## config.mk

```make
export PLATFORM = sky130hd
export DESIGN_NAME = mem_arbiter
export DESIGN_NICKNAME = d
export VERILOG_FILES = /design/src/rtl/mem_arbiter.sv
export SDC_FILE = /design/constraint.sdc
export NUM_CORES = 1
export LEC_CHECK = 0
export CORE_AREA = 4 4 114 116
export DETAILED_ROUTE_END_ITERATION = 10
export DIE_AREA = 0 0 118 120
export GPL_ROUTABILITY_DRIVEN = 0
export MAX_ROUTING_LAYER = met4
export PLACE_DENSITY = 0.65
export SYNTH_ARGS = -nofsm -noshare
export SYNTH_HDL_FRONTEND = slang
export SYNTH_SLANG_ARGS = --single-unit
```

## constraint.sdc

```tcl
create_clock -name clk -period 1.57 [get_ports clk]
set_input_delay 0.2355 -clock clk [delete_from_list [all_inputs] [get_ports clk]]
set_output_delay 0.2355 -clock clk [all_outputs]
set_load 0.01 [all_outputs]
```

## src/rtl/mem_arbiter.sv

```systemverilog
// Arbitrates the single word-serial DRAM port between icache block reads and
// dcache write-back / refill bursts, one whole BLOCK_SIZE-word burst per grant.
module mem_arbiter #(
    parameter int unsigned BLOCK_SIZE = 8,
    parameter int unsigned ADDR_W     = 32,
    parameter int unsigned DATA_W     = 32
) (
    input  logic              clk,
    input  logic              reset,
    input  logic              ic_rd_req,
    input  logic [ADDR_W-1:0] ic_rd_addr,
    output logic [DATA_W-1:0] ic_rd_data,
    output logic              ic_rd_val,
    input  logic              dc_wr_req,
    input  logic [ADDR_W-1:0] dc_wr_addr,
    input  logic [DATA_W-1:0] dc_wr_data,
    output logic              dc_wr_val,
    input  logic              dc_rd_req,
    input  logic [ADDR_W-1:0] dc_rd_addr,
    output logic [DATA_W-1:0] dc_rd_data,
    output logic              dc_rd_val,
    output logic              mem_req,
    output logic              mem_we,
    output logic [ADDR_W-1:0] mem_addr,
    output logic [DATA_W-1:0] mem_wdata,
    input  logic [DATA_W-1:0] mem_rdata,
    input  logic              mem_val,
    output logic [1:0]        grant,
    output logic              busy
);

    localparam int unsigned CNT_W = $clog2(BLOCK_SIZE) + 1;
    localparam logic [CNT_W-1:0] LAST_WORD = CNT_W'(BLOCK_SIZE - 1);

    typedef enum logic [2:0] {
        IDLE    = 3'd0,
        D_WR    = 3'd1,
        D_RD    = 3'd2,
        I_RD    = 3'd3,
        RELEASE = 3'd4
    } state_t;

    state_t           state;
    state_t           state_nxt;
    logic [CNT_W-1:0] count;
    logic [CNT_W-1:0] count_nxt;
    logic             rr_dc;      // last arbitrated read went to the dcache
    logic             rr_dc_nxt;
    logic             granted_req;

    // State, word counter and round-robin history
    always_ff @(posedge clk) begin
        if (reset) begin
            state <= IDLE;
            count <= '0;
            rr_dc <= 1'b0;
        end else begin
            state <= state_nxt;
            count <= count_nxt;
            rr_dc <= rr_dc_nxt;
        end
    end

    assign granted_req = ((state == D_WR) && dc_wr_req) ||
                         ((state == D_RD) && dc_rd_req) ||
                         ((state == I_RD) && ic_rd_req);

    // Arbitration and burst progress
    always_comb begin
        state_nxt = state;
        count_nxt = count;
        rr_dc_nxt = rr_dc;
        case (state)
            IDLE: begin
                if (dc_wr_req) begin
                    state_nxt = D_WR;
                end else if (dc_rd_req && (!ic_rd_req || !rr_dc)) begin
                    state_nxt = D_RD;
                    rr_dc_nxt = 1'b1;
                end else if (ic_rd_req) begin
                    state_nxt = I_RD;
                    rr_dc_nxt = 1'b0;
                end
            end
            D_WR, D_RD, I_RD: begin
                // The final word wins over a request that has already dropped
                if (mem_val && (count == LAST_WORD)) begin
                    state_nxt = RELEASE;
                    count_nxt = '0;
                end else if (!granted_req) begin
                    state_nxt = IDLE;
                    count_nxt = '0;
                end else if (mem_val) begin
                    count_nxt = count + CNT_W'(1);
                end
            end
            RELEASE: state_nxt = IDLE;
            default: begin
                state_nxt = IDLE;
                count_nxt = '0;
            end
        endcase
    end

    // Port steering decoded from the current state
    always_comb begin
        mem_req    = 1'b0;
        mem_we     = 1'b0;
        mem_addr   = '0;
        mem_wdata  = '0;
        grant      = 2'd0;
        busy       = 1'b0;
        ic_rd_val  = 1'b0;
        dc_rd_val  = 1'b0;
        dc_wr_val  = 1'b0;
        ic_rd_data = mem_rdata;
        dc_rd_data = mem_rdata;
        case (state)
            D_WR: begin
                mem_req   = 1'b1;
                mem_we    = 1'b1;
                mem_addr  = dc_wr_addr;
                mem_wdata = dc_wr_data;
                grant     = 2'd2;
                busy      = 1'b1;
                dc_wr_val = mem_val;
            end
            D_RD: begin
                mem_req   = 1'b1;
                mem_addr  = dc_rd_addr;
                mem_wdata = dc_wr_data;
                grant     = 2'd2;
                busy      = 1'b1;
                dc_rd_val = mem_val;
            end
            I_RD: begin
                mem_req   = 1'b1;
                mem_addr  = ic_rd_addr;
                mem_wdata = dc_wr_data;
                grant     = 2'd1;
                busy      = 1'b1;
                ic_rd_val = mem_val;
            end
            RELEASE: busy = 1'b1;
            default: ;
        endcase
    end

endmodule

```

Word level (Yosys, flattened, before mapping)
Index checks and enable logic that the tools add are counted.
{"block": "word_totals", "ff_bits": 8, "input_bits": 166, "output_inout_bits": 136, "wordCells": 54}
{"block": "op_classes", "n_addsub": 1, "n_eq_ne": 8, "n_mux": 21, "n_bitwise": 2, "reduce_logical": 19}
{"op": "one-hot mux 32 bit (3 select lines)", "count": 1}
{"op": "two-way mux 32 bit", "count": 1}
{"op": "two-way mux 3 bit", "count": 5}
{"op": "two-way mux 4 bit", "count": 3}
{"op": "two-way mux 1 bit", "count": 8}
{"op": "one-hot mux 4 bit (2 select lines)", "count": 1}
{"op": "== test 3 x 2 -> 1 bit (second input constant)", "count": 2}
{"op": "one-hot mux 3 bit (2 select lines)", "count": 1}
{"op": "logical AND 1 bit", "count": 5}
{"op": "adder 4 x 1 -> 4 bit (second input constant)", "count": 1}
{"op": "== test 4 x 3 -> 1 bit (second input constant)", "count": 1}
{"op": "!= test 4 x 3 -> 1 bit (second input constant)", "count": 1}
{"op": "!= test 4 bit (second input constant)", "count": 1}
{"op": "one-hot mux 2 bit (2 select lines)", "count": 1}
{"op": "AND reduction 2 bit", "count": 2}
{"op": "OR reduction 2 bit", "count": 2}
{"op": "OR reduction 4 bit", "count": 1}
{"op": "== test 3 x 1 -> 1 bit (second input constant)", "count": 1}
{"op": "== test 3 bit (second input constant)", "count": 1}
{"op": "zero test 3 bit", "count": 1}
{"op": "logical OR 1 bit", "count": 3}
{"op": "!= test 3 x 2 -> 1 bit (second input constant)", "count": 1}
{"op": "AND reduction 3 bit", "count": 1}
{"op": "OR reduction 3 bit", "count": 1}
{"op": "other kinds (3)", "count": 5}

Logic depth before layout (Yosys ltp)
{"block": "logic_depth", "word_depth": 7, "mapped_depth": 6, "ltp_nobuf": 5}

Least setup slack after synthesis
No wires, ideal clock.
{"block": "synth_path", "path_kind": "register -> output", "from": "register state[0]", "to": "output mem_addr[24]", "t_arrival_ns": 1.337, "required_time_ns": 1.334, "slack_ns": -0.002, "stages_incl_launch_ff": 6, "n_path_buf": 2, "path_cell_list": "dfxtp_1 > buf_4 > clkbuf_1 > mux2_2 > a22oi_1 > nor2_1"}
{"block": "synth_via", "elab_chain_cells": 2, "word_cells_on_any_way": 4, "cone_classes": "eq/ne (3); mux (1)"}
{"item": "start, declared", "line_no": "43", "source": "state_t state;"}
{"item": "start signal, assigned", "line_no": "58", "source": "state <= state_nxt;"}
{"item": "== test 3 x 2 -> 1 bit or == test 3 x 1 -> 1 bit (tied branches)", "line_no": "118", "source": "case (state)"}
{"item": "one-hot mux 32 bit (3 select lines) (*)", "line_no": "118"}
{"item": "end, declared", "line_no": "24", "source": "output logic [ADDR_W-1:0] mem_addr,"}
Mark *: on every way between the ends. The rest lies on a longest branch, timed or not.

Worst setup path in the final report
{"block": "layout_path", "from": "register state[0]", "to": "output mem_wdata[4]"}
{"block": "layout_via", "elab_chain_cells": 3, "word_cells_on_any_way": 5, "cone_classes": "eq/ne (3); mux (1); reduce/logical (1)"}
{"item": "== test 3 x 1 -> 1 bit or == test 3 x 2 -> 1 bit (tied branches)", "line_no": "118"}
{"item": "OR reduction 3 bit (no line) (*)"}
{"item": "two-way mux 32 bit (*)", "line_no": "118"}
{"item": "end, declared", "line_no": "25", "source": "output logic [DATA_W-1:0] mem_wdata,"}
Marked as above.

==> impl_metrics.csv <==
group,metric,value,unit
status,status,"complete, but fails checks",
status,violations,"setup timing",
hold_path,hold_path.class,"in -> out",
logic_synthesis,synth_edf_count,0,
power,power,6.02,mW
drt,drtIter0Drc,122,
logic_synthesis,synth_area,2050,sq um
clock_tree,h-tree-depth,1,
job,drv_cap,0,
clock_tree,cts_tree,"built",
sta,slew-limit-headroom,73.6,%
drt,ant_nets,0,
place,io_buffers,205,
setup_path,slowest_delay,0.35,ns
setup_path,cp.required,1.33,ns
setup_path,critPathMostFrequentCell,"nor2_4",
place,hpwl,8850,um
hold_path,worstHoldPathCells,0,
sta,drv_slew,0,
clock_tree,clkLatencyLatePin,0.23,ns
floorplanning,pin_count,302,
clock_tree,root_buffer,"clkbuf_16",
setup_path,critPathKind,"reg -> out",
sta,hold_viol_final,0,
global_routing,gr-usage-all-layers,15.4,%
drt,vias,2608,
final_layout,drive_gt1_share,43.9,%
logic_synthesis,yosysSeqAreaShare,7.80,%
logic_synthesis,synth_nets,445,
global_routing,grt_pass1_vias,2911,
final_layout,area_delta_synth_final,105,%
global_routing,grt_pass1_wl,16900,um
logic_synthesis,ys_ff_latch,8,
logic_synthesis,syn_area_per_cell,7.39,sq um
logic_synthesis,synth_area_leaders,"buf_4, mux2_2, a22oi_1",
setup_path,critical-path-slowest-cell,"dfxtp_4",
drt,drc,0,
drt,avgRoutedWirePerCell,19.3,um
sta,finalCriticalPeriod,1.78,ns
power,leakagePower,1.81,nW
clock_tree,cts_max_path_buffers,2,
drt,first_pass_iters,6,
sta,worstMarginPinSlew,0.395,ns
final_layout,finalNetCount,609,
drt,routed_wl,11300,um
setup_path,worst-path-max-fanout,16,
setup_path,start_kind,"register",
setup_path,rr_worst_depth,8,
sta,finalSetupTns,-9.40,ns
clock_tree,numCtsBuffers,3,
logic_synthesis,synth.distinct_cells,41,
global_routing,grt_max_degree,20,
logic_synthesis,ys.warnings.count,0,
setup_path,critical_path_arrival,1.55,ns
power,power_density,1430,nW/um^2
logic_synthesis,synth_top_area_share,24.5,%
logic_synthesis,async_flop_share,0,%
logic_synthesis,syn_inst,278,
floorplanning,die_area,14200,sq um
global_routing,antenna_found_initial,1,
floorplanning,start_util,17.2,%
setup_path,crit_chain,"buf_4 > nor2_4 > nor2_4 > buf_12 > buf_16 > and2_4 > clkdlybuf4s15_2",
sta,fmax,561,MHz
clock_tree,cts_sinks,8,
floorplanning,dieHeight,120,um
sta,holdWs,0.471,ns
sta,setup_viol_count_final,67,
sta,rsz0062_at_grt,"true",
clock_tree,path_clk_slew,0.04,ns
sta,period_share,114,%
global_routing,overflow,0,
power,max-vdd-ir-drop,0.811,mV
sta,fin_skew,0.000708,ns
setup_path,end_kind,"primary output",
floorplanning,die_w,118,um
logic_synthesis,yosys.area.top_type,"buf_4",
drt,vias_per_cell,4.44,
sta,fin_ws,-0.214,ns
logic_synthesis,synth_ff_type,"dfxtp_1",
floorplanning,core,11900,sq um
floorplanning,rows,40,
place,pre_cts_ws,-0.353,ns
-- sequential cells by signal, indices dropped and copies added (netlist names) --
name,flops
state,3
rr_dc,1
count,4
-- cell usage in the layout (no fill, tap or decap), types with 2 or more instances in the layout --
cell type / Yosys / routed
dfxtp_4: 0 / 2
a22oi_2: 0 / 20
clkdlybuf4s15_2: 0 / 9
nand2_1: 4 / 4
xnor2_1: 2 / 2
mux2_4: 0 / 7
nor2_4: 0 / 2
buf_6: 0 / 10
nor2_1: 39 / 37
nor4_1: 2 / 2
buf_12: 0 / 7
clkbuf_2: 0 / 3
buf_2: 6 / 56
a21boi_2: 0 / 2
dlymetal6s2s_1: 0 / 2
o32ai_2: 0 / 2
buf_8: 0 / 3
inv_1: 5 / 5
and2_4: 1 / 6
nand3_1: 2 / 2
buf_4: 67 / 22
a21oi_2: 1 / 2
nor3_1: 3 / 3
nor3b_2: 0 / 2
clkbuf_16: 0 / 4
clkdlybuf4s50_1: 0 / 132
mux2_2: 32 / 25
dfxtp_1: 8 / 5
and2_1: 32 / 27
a22oi_1: 33 / 13
-- through the flow --
stage               cell area (sq um)  util [%]  std cells
floorplan                        2060         -        278
finish                           4220      35.4        588
detailed placement               4000      33.6        571
CTS                              4210      35.3        590
global placement                 4000      33.6        571
global route                     4220      35.4        588
-- cell type report --
class | count | area (sq um)
Fill cell | 1254 | 7700
Timing Repair Buffer | 246 | 2260
Multi-Input combinational cell | 178 | 1510
Tap cell | 147 | 184
Sequential cell | 8 | 169
Clock buffer | 3 | 75.1
Inverter | 5 | 18.8
Antenna cell | 1 | 2.50
-- path summary, 6_finish.rpt --
kind,startpoint,end,slack [ns]
worst max register to register,state[0],state[1],-0.11
worst min-delay path,mem_rdata[25],ic_rd_data[25],0.47
worst max-delay path,state[0],mem_wdata[4],-0.21
worst min register to register,count[3],count[3],0.49
-- timing repair --
item,4_1_cts,5_1_grt
buffers inserted,12,1
hold buffers,0,0
gates cloned,5,1
resized for setup,309,40
endpoints found under the setup margin,78,78
pin swaps,9,12
-- Yosys cell counts (all sizes together), types with 2 or more instances --
cell	n
and2	33
dfxtp	8
nand2	5
a21boi	2
clkbuf	10
buf	77
o32ai	2
nor3b	2
mux2	32
a22oi	33
nor3	3
nor4	3
a211oi	2
nand3	2
xnor2	2
inv	5
nor2	39
a21oi	3
-- where the power goes --
part | total (mW) | internal (mW) | switching [mW]
Clock | 0.425 | 0.328 | 0.0968
Sequential | 0.313 | 0.254 | 0.0589
Combinational | 5.29 | 2.88 | 2.40
Total | 6.02 | 3.46 | 2.56
-- cell families (layout without fill, tap and decap cells) --
kind of cell / after synthesis / count (layout) / share of synthesized area [%]
simple gates: 94 / 94 / 24.4
buf+inv: 92 / 254 / 29.4
compound gates: 48 / 48 / 18.9
mux: 33 / 33 / 18.0
flops: 8 / 8 / 7.80
xor+xnor: 2 / 2 / 0.853
fa+ha+maj: 1 / 1 / 0.609
other cells: 0 / 1 / 0
-- worst max-delay path, delay by kind of cell, from the launching register on --
family                 cells  cell delay, ns
flip-flops                 1            0.35
buffers and inverters      4            0.62
AND/OR/NAND/NOR            3            0.33
-- per-layer routing --
layer / global-route usage, % / wire [um]
met3: 4.05 / 933
met2: 28.9 / 6260
met1: 15.7 / 3910
met5: - / 0
met4: 4.98 / 213
Note: power is estimated with default switching activity, not from simulation.
